[config.mk]
export PLATFORM = sky130hd
export DESIGN_NAME = ld_str_mem_access_stage_flat
export DESIGN_NICKNAME = d
export VERILOG_FILES = /design/src/rtl/ld_str_mem_access_stage_if.sv /design/src/rtl/ld_str_mem_access_stage.sv /design/src/flat_wrapper.sv
export SDC_FILE = /design/constraint.sdc
export NUM_CORES = 1
export LEC_CHECK = 0
export ABC_AREA = 1
export ABC_CLOCK_PERIOD_IN_PS = 2400
export CAP_MARGIN = 20
export CORE_MARGIN = 4
export CORE_UTILIZATION = 45
export CTS_BUF_LIST = sky130_fd_sc_hd__clkbuf_8
export DETAILED_ROUTE_END_ITERATION = 16
export GPL_ROUTABILITY_DRIVEN = 0
export PLACE_DENSITY_LB_ADDON = 0.15
export SLEW_MARGIN = 10
export SYNTH_ARGS = -nofsm -noshare
export SYNTH_HDL_FRONTEND = slang
export SYNTH_SLANG_ARGS = --single-unit
[constraint.sdc]
create_clock -name clk_in -period 2.4 [get_ports clk_in]
set_input_delay 0.36 -clock clk_in [delete_from_list [all_inputs] [get_ports clk_in]]
set_output_delay 0.36 -clock clk_in [all_outputs]
set_load 0.02 [all_outputs]
[src/rtl/ld_str_mem_access_stage_if.sv]
// Single-port data-memory request/ack bus between the load/store access stage and memory.
// The stage is the master; the memory side acks each request with a one-cycle strobe.
interface ld_str_mem_access_stage_if;
  logic        mem_req_out;
  logic        mem_we_out;
  logic [31:0] mem_addr_out;
  logic [31:0] mem_wdata_out;
  logic        mem_ack_in;
  logic [31:0] mem_rdata_in;

  modport master (
    output mem_req_out,
    output mem_we_out,
    output mem_addr_out,
    output mem_wdata_out,
    input  mem_ack_in,
    input  mem_rdata_in
  );

  modport slave (
    input  mem_req_out,
    input  mem_we_out,
    input  mem_addr_out,
    input  mem_wdata_out,
    output mem_ack_in,
    output mem_rdata_in
  );
endinterface

[src/rtl/ld_str_mem_access_stage.sv]
// Load/store memory-access stage: issues one word access per register (LDR/STR or LDM/STM),
// returns load data to writeback and pulses retire once per instruction.
module ld_str_mem_access_stage #(
  parameter int unsigned TAG_W          = 4,
  parameter int unsigned TIMEOUT_CYCLES = 16
) (
  input  logic                      clk_in,
  input  logic                      reset_in,
  input  logic                      req_valid_in,
  output logic                      req_ready_out,
  input  logic [31:0]               req_addr_in,
  input  logic [TAG_W-1:0]          req_tag_in,
  input  logic [3:0]                req_rd_addr_in,
  input  logic                      req_is_store_in,
  input  logic [31:0]               req_store_data_in,
  input  logic                      req_exec_in,
  input  logic                      req_multiple_en_in,
  input  logic [15:0]               req_reg_list_in,
  output logic [3:0]                rf_rd_addr_out,
  input  logic [31:0]               rf_rd_data_in,
  ld_str_mem_access_stage_if.master mem_io,
  output logic                      wb_valid_out,
  output logic [3:0]                wb_rd_addr_out,
  output logic [31:0]               wb_data_out,
  output logic [TAG_W-1:0]          wb_tag_out,
  output logic                      retire_valid_out,
  output logic [TAG_W-1:0]          retire_tag_out,
  output logic                      err_out
);

  localparam int unsigned CntW = (TIMEOUT_CYCLES > 1) ? $clog2(TIMEOUT_CYCLES) : 1;
  localparam bit TimeoutEn = (TIMEOUT_CYCLES != 0);
  localparam logic [CntW-1:0] WaitLast = CntW'((TIMEOUT_CYCLES > 0) ? TIMEOUT_CYCLES - 1 : 0);

  typedef enum logic [0:0] {StIdle, StAccess} state_e;

  state_e            state_q, state_d;
  logic [31:0]       addr_q, addr_d;
  logic [TAG_W-1:0]  tag_q, tag_d;
  logic              is_store_q, is_store_d;
  logic [31:0]       store_data_q, store_data_d;
  logic              multiple_q, multiple_d;
  logic [15:0]       remaining_q, remaining_d;
  logic [CntW-1:0]   wait_q, wait_d;
  logic              wb_valid_q, wb_valid_d;
  logic [3:0]        wb_rd_q, wb_rd_d;
  logic [31:0]       wb_data_q, wb_data_d;
  logic [TAG_W-1:0]  wb_tag_q, wb_tag_d;
  logic              retire_valid_q, retire_valid_d;
  logic [TAG_W-1:0]  retire_tag_q, retire_tag_d;
  logic              err_q, err_d;
  logic [3:0]        cur_reg;

  // Lowest set bit of the remaining list; descending scan so the lowest index wins.
  always_comb begin
    cur_reg = 4'd0;
    for (int i = 15; i >= 0; i--) begin
      if (remaining_q[i]) cur_reg = 4'(i);
    end
  end

  assign req_ready_out         = (state_q == StIdle) && reset_in;
  assign rf_rd_addr_out        = cur_reg;
  assign mem_io.mem_req_out    = (state_q == StAccess);
  assign mem_io.mem_we_out     = (state_q == StAccess) && is_store_q;
  assign mem_io.mem_addr_out   = addr_q;
  assign mem_io.mem_wdata_out  = multiple_q ? rf_rd_data_in : store_data_q;
  assign wb_valid_out          = wb_valid_q;
  assign wb_rd_addr_out        = wb_rd_q;
  assign wb_data_out           = wb_data_q;
  assign wb_tag_out            = wb_tag_q;
  assign retire_valid_out      = retire_valid_q;
  assign retire_tag_out        = retire_tag_q;
  assign err_out               = err_q;

  always_comb begin
    state_d        = state_q;
    addr_d         = addr_q;
    tag_d          = tag_q;
    is_store_d     = is_store_q;
    store_data_d   = store_data_q;
    multiple_d     = multiple_q;
    remaining_d    = remaining_q;
    wait_d         = wait_q;
    wb_valid_d     = 1'b0;
    wb_rd_d        = wb_rd_q;
    wb_data_d      = wb_data_q;
    wb_tag_d       = wb_tag_q;
    retire_valid_d = 1'b0;
    retire_tag_d   = retire_tag_q;
    err_d          = 1'b0;

    unique case (state_q)
      StIdle: begin
        if (req_valid_in && req_ready_out) begin
          addr_d       = {req_addr_in[31:2], 2'b00};
          tag_d        = req_tag_in;
          is_store_d   = req_is_store_in;
          store_data_d = req_store_data_in;
          multiple_d   = req_multiple_en_in;
          wait_d       = '0;
          if (!req_exec_in || (req_multiple_en_in && (req_reg_list_in == 16'h0))) begin
            remaining_d    = 16'h0;
            retire_valid_d = 1'b1;
            retire_tag_d   = req_tag_in;
          end else begin
            remaining_d = req_multiple_en_in ? req_reg_list_in : (16'h1 << req_rd_addr_in);
            state_d     = StAccess;
          end
        end
      end
      StAccess: begin
        if (mem_io.mem_ack_in) begin
          if (!is_store_q) begin
            wb_valid_d = 1'b1;
            wb_rd_d    = cur_reg;
            wb_data_d  = mem_io.mem_rdata_in;
            wb_tag_d   = tag_q;
          end
          remaining_d = remaining_q & ~(16'h1 << cur_reg);
          addr_d      = addr_q + 32'd4;
          wait_d      = '0;
          if (remaining_d == 16'h0) begin
            retire_valid_d = 1'b1;
            retire_tag_d   = tag_q;
            state_d        = StIdle;
          end
        end else if (TimeoutEn && (wait_q == WaitLast)) begin
          // Abort the rest of the instruction; earlier writebacks stand.
          remaining_d    = 16'h0;
          wait_d         = '0;
          err_d          = 1'b1;
          retire_valid_d = 1'b1;
          retire_tag_d   = tag_q;
          state_d        = StIdle;
        end else if (TimeoutEn) begin
          wait_d = wait_q + CntW'(1);
        end
      end
      default: state_d = StIdle;
    endcase
  end

  always_ff @(posedge clk_in) begin
    if (!reset_in) begin
      state_q        <= StIdle;
      addr_q         <= '0;
      tag_q          <= '0;
      is_store_q     <= 1'b0;
      store_data_q   <= '0;
      multiple_q     <= 1'b0;
      remaining_q    <= '0;
      wait_q         <= '0;
      wb_valid_q     <= 1'b0;
      wb_rd_q        <= '0;
      wb_data_q      <= '0;
      wb_tag_q       <= '0;
      retire_valid_q <= 1'b0;
      retire_tag_q   <= '0;
      err_q          <= 1'b0;
    end else begin
      state_q        <= state_d;
      addr_q         <= addr_d;
      tag_q          <= tag_d;
      is_store_q     <= is_store_d;
      store_data_q   <= store_data_d;
      multiple_q     <= multiple_d;
      remaining_q    <= remaining_d;
      wait_q         <= wait_d;
      wb_valid_q     <= wb_valid_d;
      wb_rd_q        <= wb_rd_d;
      wb_data_q      <= wb_data_d;
      wb_tag_q       <= wb_tag_d;
      retire_valid_q <= retire_valid_d;
      retire_tag_q   <= retire_tag_d;
      err_q          <= err_d;
    end
  end

endmodule
[src/flat_wrapper.sv]
// flat-port wrapper written by rule: the top's interface ports become plain ports
module ld_str_mem_access_stage_flat 
#(
  parameter int unsigned TAG_W          = 4,
  parameter int unsigned TIMEOUT_CYCLES = 16
)
  (clk_in, reset_in, req_valid_in, req_ready_out, req_addr_in, req_tag_in, req_rd_addr_in, req_is_store_in, req_store_data_in, req_exec_in, req_multiple_en_in, req_reg_list_in, rf_rd_addr_out, rf_rd_data_in, wb_valid_out, wb_rd_addr_out, wb_data_out, wb_tag_out, retire_valid_out, retire_tag_out, err_out, mem_io_mem_req_out, mem_io_mem_we_out, mem_io_mem_addr_out, mem_io_mem_wdata_out, mem_io_mem_ack_in, mem_io_mem_rdata_in);
  ld_str_mem_access_stage_if mem_io_i ();
  input  logic clk_in;
  input  logic reset_in;
  input  logic req_valid_in;
  output logic req_ready_out;
  input  logic [31:0] req_addr_in;
  input  logic [TAG_W-1:0] req_tag_in;
  input  logic [3:0] req_rd_addr_in;
  input  logic req_is_store_in;
  input  logic [31:0] req_store_data_in;
  input  logic req_exec_in;
  input  logic req_multiple_en_in;
  input  logic [15:0] req_reg_list_in;
  output logic [3:0] rf_rd_addr_out;
  input  logic [31:0] rf_rd_data_in;
  output logic wb_valid_out;
  output logic [3:0] wb_rd_addr_out;
  output logic [31:0] wb_data_out;
  output logic [TAG_W-1:0] wb_tag_out;
  output logic retire_valid_out;
  output logic [TAG_W-1:0] retire_tag_out;
  output logic err_out;
  output wire logic [$bits(mem_io_i.mem_req_out)-1:0] mem_io_mem_req_out;
  output wire logic [$bits(mem_io_i.mem_we_out)-1:0] mem_io_mem_we_out;
  output wire logic [$bits(mem_io_i.mem_addr_out)-1:0] mem_io_mem_addr_out;
  output wire logic [$bits(mem_io_i.mem_wdata_out)-1:0] mem_io_mem_wdata_out;
  input wire logic [$bits(mem_io_i.mem_ack_in)-1:0] mem_io_mem_ack_in;
  input wire logic [$bits(mem_io_i.mem_rdata_in)-1:0] mem_io_mem_rdata_in;
  assign mem_io_mem_req_out = mem_io_i.mem_req_out;
  assign mem_io_mem_we_out = mem_io_i.mem_we_out;
  assign mem_io_mem_addr_out = mem_io_i.mem_addr_out;
  assign mem_io_mem_wdata_out = mem_io_i.mem_wdata_out;
  assign mem_io_i.mem_ack_in = mem_io_mem_ack_in;
  assign mem_io_i.mem_rdata_in = mem_io_mem_rdata_in;
  ld_str_mem_access_stage #(.TAG_W(TAG_W), .TIMEOUT_CYCLES(TIMEOUT_CYCLES)) u_core (.clk_in(clk_in), .reset_in(reset_in), .req_valid_in(req_valid_in), .req_ready_out(req_ready_out), .req_addr_in(req_addr_in), .req_tag_in(req_tag_in), .req_rd_addr_in(req_rd_addr_in), .req_is_store_in(req_is_store_in), .req_store_data_in(req_store_data_in), .req_exec_in(req_exec_in), .req_multiple_en_in(req_multiple_en_in), .req_reg_list_in(req_reg_list_in), .rf_rd_addr_out(rf_rd_addr_out), .rf_rd_data_in(rf_rd_data_in), .mem_io(mem_io_i), .wb_valid_out(wb_valid_out), .wb_rd_addr_out(wb_rd_addr_out), .wb_data_out(wb_data_out), .wb_tag_out(wb_tag_out), .retire_valid_out(retire_valid_out), .retire_tag_out(retire_tag_out), .err_out(err_out));
endmodule
==> results of run 1 <==
placed cells by master, fill, tap and decap left out, types with 3 or more instances in the layout:
cell / n
sky130_fd_sc_hd__a21oi_1: 83
sky130_fd_sc_hd__nand4_1: 16
sky130_fd_sc_hd__dfxtp_1: 127
sky130_fd_sc_hd__nand3_2: 12
sky130_fd_sc_hd__nor2_1: 121
sky130_fd_sc_hd__nand3_4: 5
sky130_fd_sc_hd__buf_4: 45
sky130_fd_sc_hd__clkinv_1: 6
sky130_fd_sc_hd__clkbuf_8: 17
sky130_fd_sc_hd__dlymetal6s2s_1: 4
sky130_fd_sc_hd__nor2_2: 4
sky130_fd_sc_hd__o21ai_0: 163
sky130_fd_sc_hd__clkinvlp_4: 3
sky130_fd_sc_hd__dfxtp_4: 6
sky130_fd_sc_hd__nand4_4: 4
sky130_fd_sc_hd__nand3_1: 28
sky130_fd_sc_hd__buf_6: 4
sky130_fd_sc_hd__clkinv_4: 4
sky130_fd_sc_hd__a21oi_2: 3
sky130_fd_sc_hd__nand2_1: 155
sky130_fd_sc_hd__nor2_4: 8
sky130_fd_sc_hd__xnor2_1: 4
sky130_fd_sc_hd__clkinv_2: 5
sky130_fd_sc_hd__inv_2: 12
sky130_fd_sc_hd__inv_1: 79
sky130_fd_sc_hd__a211oi_1: 4
sky130_fd_sc_hd__nor4_1: 3
sky130_fd_sc_hd__o21ai_2: 5
sky130_fd_sc_hd__nand2_2: 8
sky130_fd_sc_hd__dfxtp_2: 3
sky130_fd_sc_hd__clkdlybuf4s50_1: 263
sky130_fd_sc_hd__or2_2: 10
sky130_fd_sc_hd__xor2_1: 12
sky130_fd_sc_hd__a31oi_1: 17
sky130_fd_sc_hd__o21ai_1: 11
sky130_fd_sc_hd__o22ai_1: 4
sky130_fd_sc_hd__nand2_4: 5
sky130_fd_sc_hd__nor3_1: 5
per-layer routing:
metal,GRT usage,share of wire,vias up
met3,0.0798,0.066,33
met4,0.0722,0.020,0
met2,0.408,0.49,227
met5,0,0,-
li1,-,-,3922
met1,0.286,0.42,3525
kinds of logic (layout without fill, tap and decap cells):
family,count (synthesis),in the layout,synth area share
simple gates,392,393,0.267
compound gates,300,300,0.229
flops,136,136,0.392
xor+xnor,17,17,0.0214
buf+inv,157,453,0.0869
other cells,1,3,0.000539
fa+ha+maj,2,2,0.00360
Yosys cell counts, types with 6 or more instances:
cell / n / area (um^2)
sky130_fd_sc_hd__a21oi_1: 83 / 415
sky130_fd_sc_hd__nand4_1: 16 / 100
sky130_fd_sc_hd__clkbuf_1: 49 / 184
sky130_fd_sc_hd__or2_2: 10 / 62.6
sky130_fd_sc_hd__nor2_1: 124 / 465
sky130_fd_sc_hd__buf_1: 6 / 22.5
sky130_fd_sc_hd__clkinv_1: 7 / 26.3
sky130_fd_sc_hd__inv_2: 10 / 37.5
sky130_fd_sc_hd__a31oi_1: 18 / 113
sky130_fd_sc_hd__inv_1: 80 / 300
sky130_fd_sc_hd__xor2_1: 12 / 105
sky130_fd_sc_hd__nor2_2: 7 / 43.8
sky130_fd_sc_hd__o21ai_0: 165 / 826
sky130_fd_sc_hd__nand3_1: 34 / 170
sky130_fd_sc_hd__nand2_1: 159 / 597
sky130_fd_sc_hd__o21ai_1: 13 / 65.1
sky130_fd_sc_hd__nand3_2: 9 / 90.1
sky130_fd_sc_hd__dfxtp_1: 136 / 2720
area by class of cell:
cell class              instances  area [um^2]
clock buffers                  17          234
flip-flops and latches        136         2750
fillers                      1277         4430
diodes                          1         2.50
repair buffers                323         3140
well taps                     188          235
clock inverters                15          151
multi-input cells             714         3830
inverters                      98          373
per-stage QoR:
step / total power [mW] / hold slack, ns
floorplan: 3.41 / 0.424
global placement: 4.17 / 0.436
detailed placement: 4.19 / 0.439
CTS: 6.08 / 0.399
global route: 6.45 / 0.451
finish: 6.15 / 0.428
worst min-delay path: stages:
cell and delay, ns:
sky130_fd_sc_hd__buf_2 0.12, sky130_fd_sc_hd__inv_2 0.06, sky130_fd_sc_hd__nor2_1 0.05, sky130_fd_sc_hd__nand2_2 0.11
sky130_fd_sc_hd__nand3_1 0.08, sky130_fd_sc_hd__nand2_1 0.06
path summary, 6_finish.rpt:
kind,to,slack (ns),depth (start not counted)
max reg2reg,u_core.retire_tag_out[2],-0.14,20
min,u_core.is_store_q,0.43,6
max,u_core.retire_tag_out[2],-0.14,20
min reg2reg,u_core.store_data_q[1],0.45,2
state kept, by name (all words and copies together), names as in the netlist, 4 cells and up:
register and flops:
u_core.wb_tag_out 4, u_core.wb_rd_addr_out 4, u_core.wb_data_out 32, u_core.mem_io.mem_addr_out 30, u_core.store_data_q 32, u_core.retire_tag_out 4
u_core.remaining_q 16, u_core.wait_q 4, u_core.tag_q 4
power by group:
group / total (mW) / leakage, nW / switching, mW / internal (mW)
Sequential: 2.52 / 1.12 / 0.121 / 2.40
Clock: 1.89 / 0.192 / 0.964 / 0.922
Combinational: 1.74 / 2.95 / 0.934 / 0.807
Total: 6.15 / 4.26 / 2.02 / 4.13
repair_timing:
item,in CTS,in global routing
endpoints found under the hold margin,0,0
buffers inserted,3,21
resized for setup,15,51
pin swaps,8,31
cloned,1,0
setup endpoints to repair,14,23
==> impl_metrics.env, run 1 <==
export IMPL_postLayoutCellArea_um2=10700
export IMPL_htreeDepth=4
export IMPL_grt_pass1_wl_mm=34.6
export IMPL_layout_nets=1451
export IMPL_outcome="complete, but fails checks"
export IMPL_postRouteWirelength_mm=22.3
export IMPL_clkSlewWorstSetupHoldPaths_ns=0.08
export IMPL_layout_drive_gt1_share=0.140
export IMPL_global_route_total_usage_across_every_layer=0.239
export IMPL_type_of_origin_of_the_critical_path="register"
export IMPL_arrival_ns=2.87
export IMPL_yosys_reg_bits=136
export IMPL_antenna_violating_nets_post_route=0
export IMPL_detailedPlacementHpwl_mm=15.5
export IMPL_drv_cap=0
export IMPL_gr_total_overflow=0
export IMPL_critPathMaxStageDelay_ns=0.34
export IMPL_pwr_density_cell_nw_per_um2=574
export IMPL_worstSkewPairLatency_ns=0.45
export IMPL_final_cells=1492
export IMPL_ioPinCount=277
export IMPL_timing_slew_headroom=0.308
export IMPL_worst_setup_path_type="register to register"
export IMPL_final_min_period_over_clock_period=1.06
export IMPL_die_height_um=132
export IMPL_number_of_global_route_vias_before_repair=7059
export IMPL_largest_voltage_drop_on_the_vdd_net_mv=0.494
export IMPL_route_vias_total=7707
export IMPL_grt_max_degree=103
export IMPL_crit_path_end_kind="register"
export IMPL_critical_path_maximum_fanout=7
export IMPL_critical_path_slowest_cell="sky130_fd_sc_hd__dfxtp_2"
export IMPL_postSynthCellCount=1005
export IMPL_timing_critical_path_mode_cell="sky130_fd_sc_hd__nand3_2"
export IMPL_number_of_antenna_violations_at_the_first_check_in_global_routing=0
export IMPL_syn_avg_cell_area_um2=6.92
export IMPL_yosys_warnings=0
export IMPL_setup_worst_path_start="u_core.remaining_q[14]"
export IMPL_flow_area_growth_from_synthesis_pct=54.0
export IMPL_fmax_mhz=394
export IMPL_worst_slack_ns=-0.139
export IMPL_syn_cell_area_um2=6950
export IMPL_std_cell_rows=45
export IMPL_grt_setup_unrepaired="true"
export IMPL_seq_area_frac_synth=0.392
export IMPL_final_setup_skew_ns=0.0128
export IMPL_drt_pass1_iterations=5
export IMPL_final_setup_viol_count=6
export IMPL_floorplan_initialDensity=0.459
export IMPL_die_area_um2=17500
export IMPL_max_slew_worst_pin_slew_ns=1.03
export IMPL_path_buf_inv=3
export IMPL_drc=0
export IMPL_layout_min_cycle_time_ns=2.54
export IMPL_failed_checks="setup timing"
export IMPL_clk_sink_count=136
export IMPL_final_max_slew_viol_count=0
export IMPL_port_buffers=272
export IMPL_tritoncts="done"
export IMPL_timing_rr_start="u_core.remaining_q[14]"
export IMPL_viasPerCell=5.17
export IMPL_yosys_most_used_dff="sky130_fd_sc_hd__dfxtp_1"
export IMPL_worst_hold_startpoint="reset_in"
export IMPL_cts_inserted_buffers=17
export IMPL_final_core_util=0.707
export IMPL_critical_path_cell_chain="inv_2 -> buf_4 -> nand2_4 -> nand3_2 -> nand3_2 -> nand3_2 -> nand3_2 -> nand2_2 -> a21oi_4 -> nand4_1 -> o21ai_2 -> nand2_1 -> inv_2 -> nand2_2 -> nor2_4 -> nand3_4 -> nand3_4 -> nand3_2 -> nand2_1 -> nor2_1"
export IMPL_postPlaceCellArea_um2=9920
export IMPL_hp_class="primary input to register"
export IMPL_cts_max_path_buffers=2
export IMPL_worst_setup_slack_before_clock_tree_synthesis_ns=-0.101
export IMPL_cts_hold_repair_buffers=0
export IMPL_hold_violations=0
export IMPL_leakagePower_nw=4.26
export IMPL_ys_async_sr_fraction=0
export IMPL_fp_dieW_um=132
export IMPL_synth_cell_type_count=49
export IMPL_clock_tree_root_cell="sky130_fd_sc_hd__clkbuf_8"
export IMPL_place_inst=1434
export IMPL_worstPathRequired_ns=2.74
export IMPL_initialDrtViolationCount=516
export IMPL_synth_edff_count=0
export IMPL_fp_coreArea_um2=15100
export IMPL_crit_family="simple AND/OR/NAND/NOR gates"
export IMPL_wl_per_cell_um=14.9
export IMPL_setup_tns_final_ns=-0.643
Note: power is estimated with default switching activity, not from simulation.
==> run 2, diff against run 1 <==
--- a/config.mk
+++ b/config.mk
@@ -11,6 +11,7 @@
 export CORE_MARGIN = 4
 export CORE_UTILIZATION = 45
 export CTS_BUF_LIST = sky130_fd_sc_hd__clkbuf_8
+export CTS_CLUSTER_SIZE = 20
 export DETAILED_ROUTE_END_ITERATION = 16
 export GPL_ROUTABILITY_DRIVEN = 0
 export PLACE_DENSITY_LB_ADDON = 0.15
==> results of run 2 <==
No change in the layout: final DEF, timing and power equal those of run 1.
